`src/rtl/cpu_int_ctrl.sv`:
```
// Interrupt controller for the 6502-class core: synchronises IRQ/NMI pins, arbitrates
// reset > NMI > IRQ at instruction boundaries and hands a frozen request to the sequencer.
module cpu_int_ctrl #(
  parameter int                ADDR_N      = 16,
  parameter int                NUM_IRQ     = 4,
  parameter int                SYNC_STAGES = 2,
  parameter logic [ADDR_N-1:0] RESET_VEC   = 16'hfffc,
  parameter logic [ADDR_N-1:0] NMI_VEC     = 16'hfffa,
  parameter logic [ADDR_N-1:0] IRQ_VEC     = 16'hfffe,
  localparam int               SRC_W       = $clog2(NUM_IRQ) + 1
) (
  input  logic               clk_i,
  input  logic               reset_i,
  input  logic [NUM_IRQ-1:0] irq_n_i,
  input  logic               nmi_n_i,
  input  logic [NUM_IRQ-1:0] irq_en_i,
  input  logic               i_flag_i,
  input  logic               poll_i,
  input  logic               int_ack_i,
  input  logic               int_done_i,
  output logic               int_req_o,
  output logic [1:0]         int_type_o,
  output logic [ADDR_N-1:0]  int_vec_o,
  output logic [SRC_W-1:0]   int_src_o,
  output logic [NUM_IRQ-1:0] irq_pending_o,
  output logic               busy_o
);
  typedef enum logic [1:0] {S_IDLE, S_REQ, S_SVC} state_t;
  localparam logic [1:0] T_NONE = 2'b00, T_RST = 2'b01, T_NMI = 2'b10, T_IRQ = 2'b11;

  logic [NUM_IRQ-1:0] irq_sync;
  logic               nmi_sync;

  generate
    if (SYNC_STAGES == 0) begin : g_nosync
      assign irq_sync = irq_n_i;
      assign nmi_sync = nmi_n_i;
    end else begin : g_sync
      logic [SYNC_STAGES-1:0][NUM_IRQ-1:0] irq_ff_q;
      logic [SYNC_STAGES-1:0]              nmi_ff_q;
      always_ff @(posedge clk_i) begin
        if (reset_i) begin
          irq_ff_q <= '1;
          nmi_ff_q <= '1;
        end else begin
          irq_ff_q[0] <= irq_n_i;
          nmi_ff_q[0] <= nmi_n_i;
          for (int i = 1; i < SYNC_STAGES; i++) begin
            irq_ff_q[i] <= irq_ff_q[i-1];
            nmi_ff_q[i] <= nmi_ff_q[i-1];
          end
        end
      end
      assign irq_sync = irq_ff_q[SYNC_STAGES-1];
      assign nmi_sync = nmi_ff_q[SYNC_STAGES-1];
    end
  endgenerate

  state_t             state_q;
  logic               reset_pend_q, nmi_pend_q, nmi_prev_q, nmi_edge_q;
  logic [NUM_IRQ-1:0] irq_pending_q;
  logic               int_req_q;
  logic [1:0]         int_type_q;
  logic [ADDR_N-1:0]  int_vec_q;
  logic [SRC_W-1:0]   int_src_q;

  logic               irq_cand;
  logic [SRC_W-1:0]   irq_idx;

  // Lowest-index pending source wins; scan downward so the last hit is the lowest.
  always_comb begin
    irq_idx = '0;
    for (int i = NUM_IRQ - 1; i >= 0; i--)
      if (irq_pending_q[i]) irq_idx = SRC_W'(i);
  end
  assign irq_cand = (|irq_pending_q) & ~i_flag_i;

  always_ff @(posedge clk_i) begin
    if (reset_i) begin
      state_q       <= S_IDLE;
      reset_pend_q  <= 1'b1;
      nmi_pend_q    <= 1'b0;
      nmi_prev_q    <= 1'b1;
      nmi_edge_q    <= 1'b0;
      irq_pending_q <= '0;
      int_req_q     <= 1'b0;
      int_type_q    <= T_NONE;
      int_vec_q     <= '0;
      int_src_q     <= '0;
    end else begin
      nmi_prev_q    <= nmi_sync;
      nmi_edge_q    <= nmi_prev_q & ~nmi_sync;
      irq_pending_q <= ~irq_sync & irq_en_i;
      case (state_q)
        S_IDLE: if (poll_i) begin
          if (reset_pend_q) begin
            state_q <= S_REQ; int_req_q <= 1'b1;
            int_type_q <= T_RST; int_vec_q <= RESET_VEC; int_src_q <= '0;
          end else if (nmi_pend_q) begin
            state_q <= S_REQ; int_req_q <= 1'b1;
            int_type_q <= T_NMI; int_vec_q <= NMI_VEC; int_src_q <= '0;
          end else if (irq_cand) begin
            state_q <= S_REQ; int_req_q <= 1'b1;
            int_type_q <= T_IRQ; int_vec_q <= IRQ_VEC; int_src_q <= irq_idx;
          end
        end
        S_REQ: begin
          if (int_ack_i) begin
            state_q   <= S_SVC;
            int_req_q <= 1'b0;
            if (int_type_q == T_RST) reset_pend_q <= 1'b0;
            if (int_type_q == T_NMI) nmi_pend_q   <= 1'b0;
          end else if (int_type_q == T_IRQ && nmi_pend_q) begin
            int_type_q <= T_NMI; int_vec_q <= NMI_VEC; int_src_q <= '0;
          end
        end
        S_SVC: if (int_done_i) begin
          state_q <= S_IDLE;
          int_type_q <= T_NONE; int_vec_q <= '0; int_src_q <= '0;
        end
        default: state_q <= S_IDLE;
      endcase
      // A new edge coincident with the clearing ack must not be lost.
      if (nmi_edge_q) nmi_pend_q <= 1'b1;
    end
  end

  assign int_req_o     = int_req_q;
  assign int_type_o    = int_type_q;
  assign int_vec_o     = int_vec_q;
  assign int_src_o     = int_src_q;
  assign irq_pending_o = irq_pending_q;
  assign busy_o        = (state_q != S_IDLE);
endmodule

```
`config.mk`:
```
export PLATFORM = sky130hd
export DESIGN_NAME = cpu_int_ctrl
export DESIGN_NICKNAME = d
export VERILOG_FILES = /design/src/rtl/cpu_int_ctrl.sv
export SDC_FILE = /design/constraint.sdc
export NUM_CORES = 1
export LEC_CHECK = 0
export BUFFER_PORTS_ARGS = -buffer_cell sky130_fd_sc_hd__buf_4
export CAP_MARGIN = 25
export CORE_MARGIN = 5
export CORE_UTILIZATION = 25
export CTS_BUF_LIST = sky130_fd_sc_hd__clkbuf_4 sky130_fd_sc_hd__clkbuf_8
export CTS_CLUSTER_SIZE = 12
export DETAILED_ROUTE_END_ITERATION = 10
export MAX_ROUTING_LAYER = met4
export PLACE_DENSITY_LB_ADDON = 0.15
export SETUP_SLACK_MARGIN = 0.02
export SLEW_MARGIN = 20
export SYNTH_ARGS = -nofsm -noshare
export SYNTH_HDL_FRONTEND = slang
export SYNTH_SLANG_ARGS = --single-unit
```
`constraint.sdc`:
```
create_clock -name clk_i -period 1.7 [get_ports clk_i]
set_input_delay 0.085 -clock clk_i [delete_from_list [all_inputs] [get_ports clk_i]]
set_output_delay 0.085 -clock clk_i [all_outputs]
set_load 0.03 [all_outputs]
```
==> results of run 1 <==
[registers in the layout (all words and copies together), names as in the netlist, 2 cells and up]
register,flops
g_sync.nmi_ff_q,2
int_vec_o,2
state_q,2
g_sync.irq_ff_q,4
irq_pending_o,4
irq_sync,4
int_src_o,2
[power groups by stage]
stage | Clock, mW | Combinational [mW] | Sequential (mW)
floorplan | 0 | 0.674 | 0.812
global placement | 0 | 0.902 | 0.756
detailed placement | 0 | 0.907 | 0.763
CTS | 0.527 | 0.919 | 0.749
global route | 0.548 | 1.03 | 0.764
finish | 0.513 | 0.964 | 0.753
[synth_stat cells (all sizes together) (3+ instances only)]
cell type	n
a21oi	4
buf	16
clkbuf	3
dfxtp	26
ha	5
inv	8
mux2i	3
nand2b	5
nand3	4
nand4b	3
nor2	5
nor3b	6
o21ai	3
or2	11
[final timing paths]
path	to	slack, ns	depth (start not counted)
setup reg to reg	int_vec_o[1]$_SDFFE_PP0P_	0.1	7
setup / recovery	int_vec_o[1]$_SDFFE_PP0P_	0.1	7
hold reg to reg	irq_pending_o[2]$_SDFF_PP0_	0.39	1
hold / removal	int_req_o$_SDFFE_PP0P_	0.07	2
[worst max-delay path, stage by stage (launching register included)]
cell	delay, ns
dfxtp_2	0.36
inv_1	0.08
ha_2	0.20
nor2b_1	0.16
a211oi_4	0.28
buf_4	0.16
a21oi_1	0.06
nor3b_1	0.22
[logic make-up (layout without fill, tap and decap cells)]
group	after synthesis	count (layout)	share of synthesized area, %
buffers and inverters	27	58	13.8
AO/OA/AOI/OAI	17	17	12.1
flip-flops	26	26	44.6
multiplexers	3	3	2.58
adder cells (fa/ha/maj)	5	5	5.36
other	1	2	0.322
AND/OR/NAND/NOR	39	39	21.1
[stage by stage]
stage	instance area, µm²	hold WS (ns)	worst slack (ns)
finish	1550	0.0732	0.0975
global route	1550	0.0616	0.00976
CTS	1520	0.0645	0.0416
detailed placement	1400	0.272	0.0156
global placement	1400	0.270	0.0984
floorplan	1170	0.189	0.203
[timing repair]
action,CTS,global route
endpoints found under the hold margin,5,0
setup buffers,0,2
hold buffers,5,0
gates resized for setup,0,5
pin swaps,1,2
endpoints found under the setup margin,3,4
[final cells by class]
cell class / instances / area [µm²] / area share (%)
Tap cell: 52 / 65.1 / 4.20
Inverter: 8 / 30.0 / 1.94
Multi-Input combinational cell: 66 / 503 / 32.5
Clock buffer: 3 / 41.3 / 2.67
Clock inverter: 1 / 30.0 / 1.94
Sequential cell: 26 / 522 / 33.7
Timing Repair Buffer: 46 / 358 / 23.1
[layer usage]
layer | vias to the layer above | wire [µm]
met3 | 5 | 244
li1 | 445 | -
met4 | 0 | 28
met5 | - | 0
met1 | 410 | 1100
met2 | 34 | 1110
==> results.md, run 1 <==
* Outcome: completed
* Worst-margin pin slew at 0.500 ns
* Antenna violations before repair at 0
* Pin count of the biggest net entering global routing at 28
* ANT cells at 0
* Mapped cell area at about 1200 µm²
* CTS tree: built
* Fillers at 448
* Min-delay src: int_ack_i
* NumNets Final at 171
* H-tree Lvls at 1
* Sequential share of the synthesized area at 44.6%
* Most frequent cells in the layout: buf_4, dfxtp_1, or2_2, inv_1, nor3b_1
* Via count at 894
* Top achievable clock speed at around 0.62 GHz
* Final setup vio count at 0
* Sink Count at 26
* DRT iter0 DRCs at between 60 and 70
* Syn Area/Cell at just under 10 µm²
* Cts bufs inserted at 3
* Layout cells sized above 1 at 42.0%
* Synth-to-layout area growth at 32.8%
* Final Power at between 2 and 2.5 mW
* Global routing usage on met1 at about a tenth
* Headroom to the max-slew limit at 66.6%
* Total of max-cap violations at 0
* Final Hold Fails at 0
* Hpwl dp at 1760 µm
* Psw at between 800 and 900 µW
* Pint at 1.38 mW
* Arrival time at the worst endpoint at about 1.8 ns
* Number of synthesis warnings at 0
* Top_reg_cell synth: dfxtp_1
* FF-to-FF Start: state_q[0]$_SDFFE_PP0P_
* Sw frac at 38.1%
* Post-Route Setup TNS at 0 ns
* Area contributors post-synth: dfxtp_1, buf_4, or2_2, ha_1, nor3b_1
* M3 GR Usage at 3.78%
* Worst Setup End Kind: flop
* Number of synthesized flops with an enable pin at 0
* Critical path launch point: state_q[0]$_SDFFE_PP0P_
* Total gr overflow at 0
* Placed Instances at 191
* Core Area at around 4400 µm²
* Crit Path Category: reg2reg
* PortBufs at 39
* Fin cells at 202
* Synth area leader: dfxtp_1
* Register share of total power at about a third
* Gr busiest metal: met2
* Critical path fanouts, max at 4
* Final Skew at 0.00141 ns
* Clock power frac at 23.0%
* Comb power frac at 43.2%
* GRT Total Usage at under 10%
* Die Area at a little over 6000 µm²
* Synthesized flop and latch total at 26
* Crit path time final at 1.60 ns
* DR vias/cell at between 4 and 5
* CTS root buf: clkbuf_8
* Final wirelength at ~2500 µm
* Skew-Pair Late Insertion Delay at roughly 0.27 ns
* HP Class: in2reg
* DRC at 0
* LEAKAGE at 0.687 nW
* Pwr Density at around 1400 nW/µm²
* Startpoint Class: flop
* Post-Syn Instances at roughly 120
* Yosys cell types at 30
* Max rail drop VDD at between 0.4 and 0.5 mV
* Row count at 24
* Layout Utilization at 34.9%
* Initial core utilization at between 20% and 30%
* Ys async rst share at 0%
* Commonest non-fill, non-tap cell in the layout: buf_4
* Post-route ant nets at 0
* Die W at slightly below 80 µm
* Vias in the first global route at ~870
* CTS clk-pin slew, worst paths at 0.09 ns
* Synth top area share at 44.6%
* First-pass GRT wire length at 4150 µm
* GPL Wtd Cong at slightly above 0.7
* RSZ-0062 raised after global routing: false
* Fin crit share at 94.3%
* # IOs at 42
* Clock buffer depth at 2
* Max Slew Vio Count at 0
* 1st-pass router iterations at 4
* Per-cell routed wire length at about 12 µm
* Die Y at 78.3 µm
* WP data required at 1.89 ns
* Routing usage on met2 at 13.2%
(Power assumes the default switching activity.)
==> run 2, diff against run 1 <==
MAX_ROUTING_LAYER = default   (was met4)
==> results.md, run 2 (same netlist as run 1, synthesis figures left out) <==
* HP Class: in2reg
* Final Skew at 0.00154 ns (+0.000135 ns)
* 1st-pass router iterations at 4 (unchanged)
* Most frequent cells in the layout: buf_4, dfxtp_1, or2_2, inv_1, nor3b_1
* Antenna violations before repair at 0 (unchanged)
* Startpoint Class: flop
* Layout cells sized above 1 at 42.0% (unchanged)
* GPL Wtd Cong at 0.704 (-1.1%)
* Max Slew Vio Count at 0 (unchanged)
* Clock buffer depth at 2 (unchanged)
* Post-Route Setup TNS at 0 ns (unchanged)
* Arrival time at the worst endpoint at 1.80 ns (about the same)
* CP max stage delay at 0.36 ns (about the same)
* Post-route ant nets at 0 (unchanged)
* DRC at 0 (unchanged)
* Critical path fanouts, max at 4 (unchanged)
* Final wirelength at 2480 µm (unchanged)
* CTS tree: built
* # IOs at 42 (unchanged)
* Crit-path cells: inv_1 > ha_2 > nor2b_1 > a211oi_4 > buf_4 > a21oi_1 > nor3b_1
* Critical-path top delay cell: dfxtp_2
* Final setup vio count at 0 (unchanged)
* Cts bufs inserted at 3 (unchanged)
* Placed Instances at 191 (unchanged)
* Crit path time final at 1.60 ns (+0.00000200 ns)
* PortBufs at 39 (unchanged)
* Die W at 78.3 µm (unchanged)
* Multi-input gate area at 503 µm² (unchanged)
* Fin crit share at 94.3% (about the same)
* Row count at 24 (unchanged)
* First-pass GRT wire length at 4150 µm (unchanged)
* Top achievable clock speed at 0.624 GHz (unchanged)
* Max rail drop VDD at 0.401 mV (about the same)
* Initial core utilization at 26.2% (unchanged)
* GRT Total Usage at 8.33% (-0.25 points)
* Total of max-cap violations at 0 (unchanged)
* Outcome: completed
* Die Area at 6130 µm² (unchanged)
* Crit Path Category: reg2reg
* Skew-Pair Late Insertion Delay at 0.27 ns (about the same)
* Pin count of the biggest net entering global routing at 28 (unchanged)
* Vias in the first global route at 867 (unchanged)
* Pwr Density at 1440 nW/µm² (about the same)
* Worst-margin pin slew at 0.500 ns (+0.0000396 ns)
* Worst Setup End Kind: flop
* Per-cell routed wire length at 12.3 µm (unchanged)
* ANT cells at 0 (unchanged)
* Final Hold Fails at 0 (unchanged)
* Via count at 894 (unchanged)
* DRT iter0 DRCs at 64 (unchanged)
* Commonest non-fill, non-tap cell in the layout: buf_4
* Fin cells at 202 (unchanged)
* H-tree Lvls at 1 (unchanged)
* Fillers at 448 (unchanged)
* WP data required at 1.89 ns (about the same)
* CTS clk-pin slew, worst paths at 0.09 ns (about the same)
* Total gr overflow at 0 (unchanged)
* Hpwl dp at 1760 µm (unchanged)
* NumNets Final at 171 (unchanged)
* CTS root buf: clkbuf_8
* Sink Count at 26 (unchanged)
* Core Area at 4440 µm² (unchanged)
* DR vias/cell at 4.43 (unchanged)
* RSZ-0062 raised after global routing: false
* Headroom to the max-slew limit at 66.6% (about the same)
* Register area at 522 µm² (unchanged)
* LEAKAGE at 0.687 nW (unchanged)
* Synth-to-layout area growth at 32.8% (unchanged)
* Die Y at 78.3 µm (unchanged)
[run 2: critical path: cells and delay by family (launching register included)]
family,cells,cell delay (ns)
buffers and inverters,2,0.24
adder cells (fa/ha/maj),1,0.20
AND/OR/NAND/NOR,2,0.38
AO/OA/AOI/OAI,2,0.34
flip-flops,1,0.36
[run 2: layer usage]
metal,part of all wire [%],global-route usage (%)
met1,43,9.90
met2,45,13.2
met3,11,4.12
met4,1.1,2.62
met5,0,0
[run 2: path summary, 6_finish.rpt]
check | slack, ns | cells after the start | end | start
setup / recovery | 0.1 | 7 | int_vec_o[1]$_SDFFE_PP0P_ | state_q[0]$_SDFFE_PP0P_
hold / removal | 0.07 | 2 | int_req_o$_SDFFE_PP0P_ | int_ack_i
setup reg to reg | 0.1 | 7 | int_vec_o[1]$_SDFFE_PP0P_ | state_q[0]$_SDFFE_PP0P_
hold reg to reg | 0.39 | 1 | irq_pending_o[2]$_SDFF_PP0_ | irq_sync[2]$_SDFF_PP1_
[run 2: cell type report]
| cell class | count | share of cell area, % |
|---|---|---|
| Tap cell | 52 | 4.20 |
| Sequential cell | 26 | 33.7 |
| Clock inverter | 1 | 1.94 |
| Timing Repair Buffer | 46 | 23.1 |
| Inverter | 8 | 1.94 |
| Clock buffer | 3 | 2.67 |
| Multi-Input combinational cell | 66 | 32.5 |
[run 2: report_power, final]
| group | leakage [nW] | internal (mW) | total [mW] | switching, mW |
|---|---|---|---|---|
| Combinational | 0.438 | 0.392 | 0.964 | 0.572 |
| Clock | 0.0357 | 0.315 | 0.513 | 0.198 |
| Sequential | 0.214 | 0.673 | 0.753 | 0.0805 |
| Total | 0.687 | 1.38 | 2.23 | 0.850 |
[run 2: stage by stage]
step	instance area (µm²)	util [%]	worst slack [ns]	total power [mW]	hold WS [ns]
after global routing	1550	34.9	0.00976	2.34	0.0616
after detailed placement	1400	31.4	0.0156	1.67	0.272
after global placement	1400	31.4	0.0984	1.66	0.270
after CTS	1520	34.1	0.0416	2.20	0.0645
after floorplan	1170	-	0.203	1.49	0.189
final	1550	34.9	0.0975	2.23	0.0732
[run 2: what timing repair did]
| action | 4_1_cts | 5_1_grt |
|---|---|---|
| endpoints found under the setup margin | 3 | 4 |
| buffers inserted | 0 | 2 |
| hold buffers | 5 | 0 |
| hold endpoints to repair | 5 | 0 |
| resized for setup | 0 | 5 |
| pin swaps | 1 | 2 |
==> run 3, diff against run 2 <==
CORE_UTILIZATION = 50   (was 25)
PLACE_DENSITY = 0.8   (was default)
PLACE_DENSITY_LB_ADDON = default   (was 0.15)
==> results.md, run 3 (same netlist as run 1, synthesis figures left out) <==
* Total of max-cap violations at 0 (unchanged)
* Buf+Inv Stages, Crit Path at 2 (unchanged)
* Min-delay src: irq_en_i[2]
* Critical-path top delay cell: dfxtp_1
* PortBufs at 39 (unchanged)
* # IOs at 42 (unchanged)
* DRT iter0 DRCs at 15 (-77%)
* Top achievable clock speed at 0.639 GHz (+2.4%)
* Skew-Pair Late Insertion Delay at 0.31 ns (+0.04 ns)
* Via count at 920 (+2.9%)
* Max Slew Vio Count at 0 (unchanged)
* Antenna violations before repair at 0 (unchanged)
* CTS root buf: clkbuf_4
* Design Area, Final at 1480 µm² (-4.4%)
* Max rail drop VDD at 0.889 mV (+120%)
* WP data required at 1.91 ns (+0.02 ns)
* NumNets Final at 172 (+0.58%)
* Worst r2r dst: int_src_o[1]$_SDFFE_PP0P_
* Post-Route Setup TNS at 0 ns (unchanged)
* ANT cells at 0 (unchanged)
* Vias in the first global route at 839 (-3.2%)
* Final setup vio count at 0 (unchanged)
* Crit path time final at 1.57 ns (-0.0368 ns)
* Die Y at 58.3 µm (-26%)
* CTS tree: built
* Most frequent cells in the layout: buf_4, dfxtp_1, or2_2, inv_1, dlygate4sd3_1
* Per-cell routed wire length at 12.0 µm (-2.4%)
* 1st-pass router iterations at 4 (unchanged)
* Arrival time at the worst endpoint at 1.78 ns (-0.02 ns)
* First-pass GRT wire length at 3510 µm (-15%)
* DRC at 0 (unchanged)
* Fin crit share at 92.1% (-2.2 points)
* CTS clk-pin slew, worst paths at 0.13 ns (+0.04 ns)
* Crit Path Category: reg2reg
* Reg2Reg Setup Slack at 0.13 ns (+0.04 ns)
* Outcome: completed
* Post-CTS sizing at 0 (unchanged)
* RSZ-0062 raised after global routing: false
* Die Area at 3400 µm² (-45%)
* Row count at 17 (-29%)
* R2R cell count at 7 (unchanged)
* Pwr Density at 1330 nW/µm² (-7.8%)
* Hold path depth at 2 (unchanged)
* GRT Total Usage at 13.1% (+4.8 points)
* GPL Wtd Cong at 0.770 (+9.3%)
* Cts bufs inserted at 3 (unchanged)
* Hold_ws at 0.0260 ns (-0.0473 ns)
* HP Class: in2reg
* Final Skew at 0.00221 ns (+0.000663 ns)
* Family with the most delay on the worst path: flip-flops
* Critical path fanouts, max at 5 (+1)
* Sink Count at 26 (unchanged)
* Total gr overflow at 0 (unchanged)
* Layout cells sized above 1 at 38.4% (-3.6 points)
* Final Hold Fails at 0 (unchanged)
* Clock buffer depth at 2 (unchanged)
* Synth-to-layout area growth at 26.9%
* Placed cell areas at 1370 µm² (-2.2%)
* Initial core utilization at 52.7% (+26 points)
* H-tree Lvls at 1 (unchanged)
* Startpoint Class: flop
* Final wirelength at 2140 µm (-13%)
* Hpwl dp at 1610 µm (-8.4%)
* Worst Setup End Kind: flop
* Core Area at 2210 µm² (-50%)
* Post-route ant nets at 0 (unchanged)
* Commonest non-fill, non-tap cell in the layout: buf_4
* DR vias/cell at 5.14 (+16%)
* Die W at 58.3 µm (-26%)
* LEAKAGE at 0.676 nW (-1.7%)
* FF-to-FF Start: state_q[0]$_SDFFE_PP0P_
* Crit-path cells: inv_1 > ha_1 > nor2b_1 > a211oi_2 > buf_4 > nand2_1 > mux2i_1
* CP max stage delay at 0.38 ns (+0.02 ns)
* Pin count of the biggest net entering global routing at 28 (unchanged)
* Hold Path End: irq_pending_o[2]$_SDFF_PP0_
-- run 3: cell types whose count changed in the layout (fill, tap and decap cells not counted), moves of 2 or more --
cell / before / now
clkbuf_4: 0 / 3
clkbuf_8: 3 / 1
dlygate4sd3_1: 5 / 7
ha_1: 3 / 5
ha_2: 2 / 0
-- run 3: per-layer routing --
layer | GRT usage [%] | vias to the layer above | part of all wire, %
met5 | 0 | - | 0
met4 | 5.96 | 0 | 2.0
met3 | 3.95 | 7 | 11
met2 | 21.5 | 48 | 47
met1 | 15.7 | 418 | 39
li1 | - | 447 | -
-- run 3: repair_timing --
action	in CTS	in global routing
buffers inserted	0	1
setup endpoints to repair	0	5
hold buffers	6	1
endpoints found under the hold margin	6	1
-- run 3: worst register-to-register path, stage by stage, from the launching register on --
cell	delay (ns)
dfxtp_1	0.38
inv_1	0.10
ha_1	0.24
nor2b_1	0.16
a211oi_2	0.15
buf_4	0.17
nand2_1	0.12
mux2i_1	0.16
-- run 3: layout make-up --
type	instances	area [µm²]
Inverter	8	30.0
Timing Repair Buffer	47	370
Clock buffer	4	36.3
Sequential cell	26	520
Fill cell	166	732
Multi-Input combinational cell	66	488
Tap cell	28	35.0
-- run 3: where the power goes --
part,switching [mW],total (mW),internal [mW]
logic,0.551,0.921,0.370
registers,0.0755,0.747,0.671
clock network,0.168,0.298,0.131
total,0.794,1.97,1.17
-- run 3: stage by stage --
step                      std cells  setup WS, ns  power, mW  util [%]
after global routing            179        0.0365       2.08      66.9
after CTS                       177        0.0241       1.97      66.1
final                           179         0.134       1.97      66.9
after global placement          167         0.114       1.64      61.8
after floorplan                 119         0.203       1.49         -
after detailed placement        167        0.0445       1.66      61.8
-- run 3: worst max-delay path by stage --
stage	from	cells past startpoint	slack, ns	to
2_1_floorplan	state_q[0]$_SDFFE_PP0P_	6	0.20	int_src_o[1]$_SDFFE_PP0P_
3_3_place_gp	state_q[0]$_SDFFE_PP0P_	6	0.11	int_src_o[1]$_SDFFE_PP0P_
3_5_place_dp	state_q[0]$_SDFFE_PP0P_	6	0.04	int_src_o[1]$_SDFFE_PP0P_
4_1_cts	state_q[0]$_SDFFE_PP0P_	6	0.02	int_src_o[1]$_SDFFE_PP0P_
5_1_grt	state_q[0]$_SDFFE_PP0P_	7	0.04	int_src_o[1]$_SDFFE_PP0P_
6_report	state_q[0]$_SDFFE_PP0P_	7	0.13	int_src_o[1]$_SDFFE_PP0P_
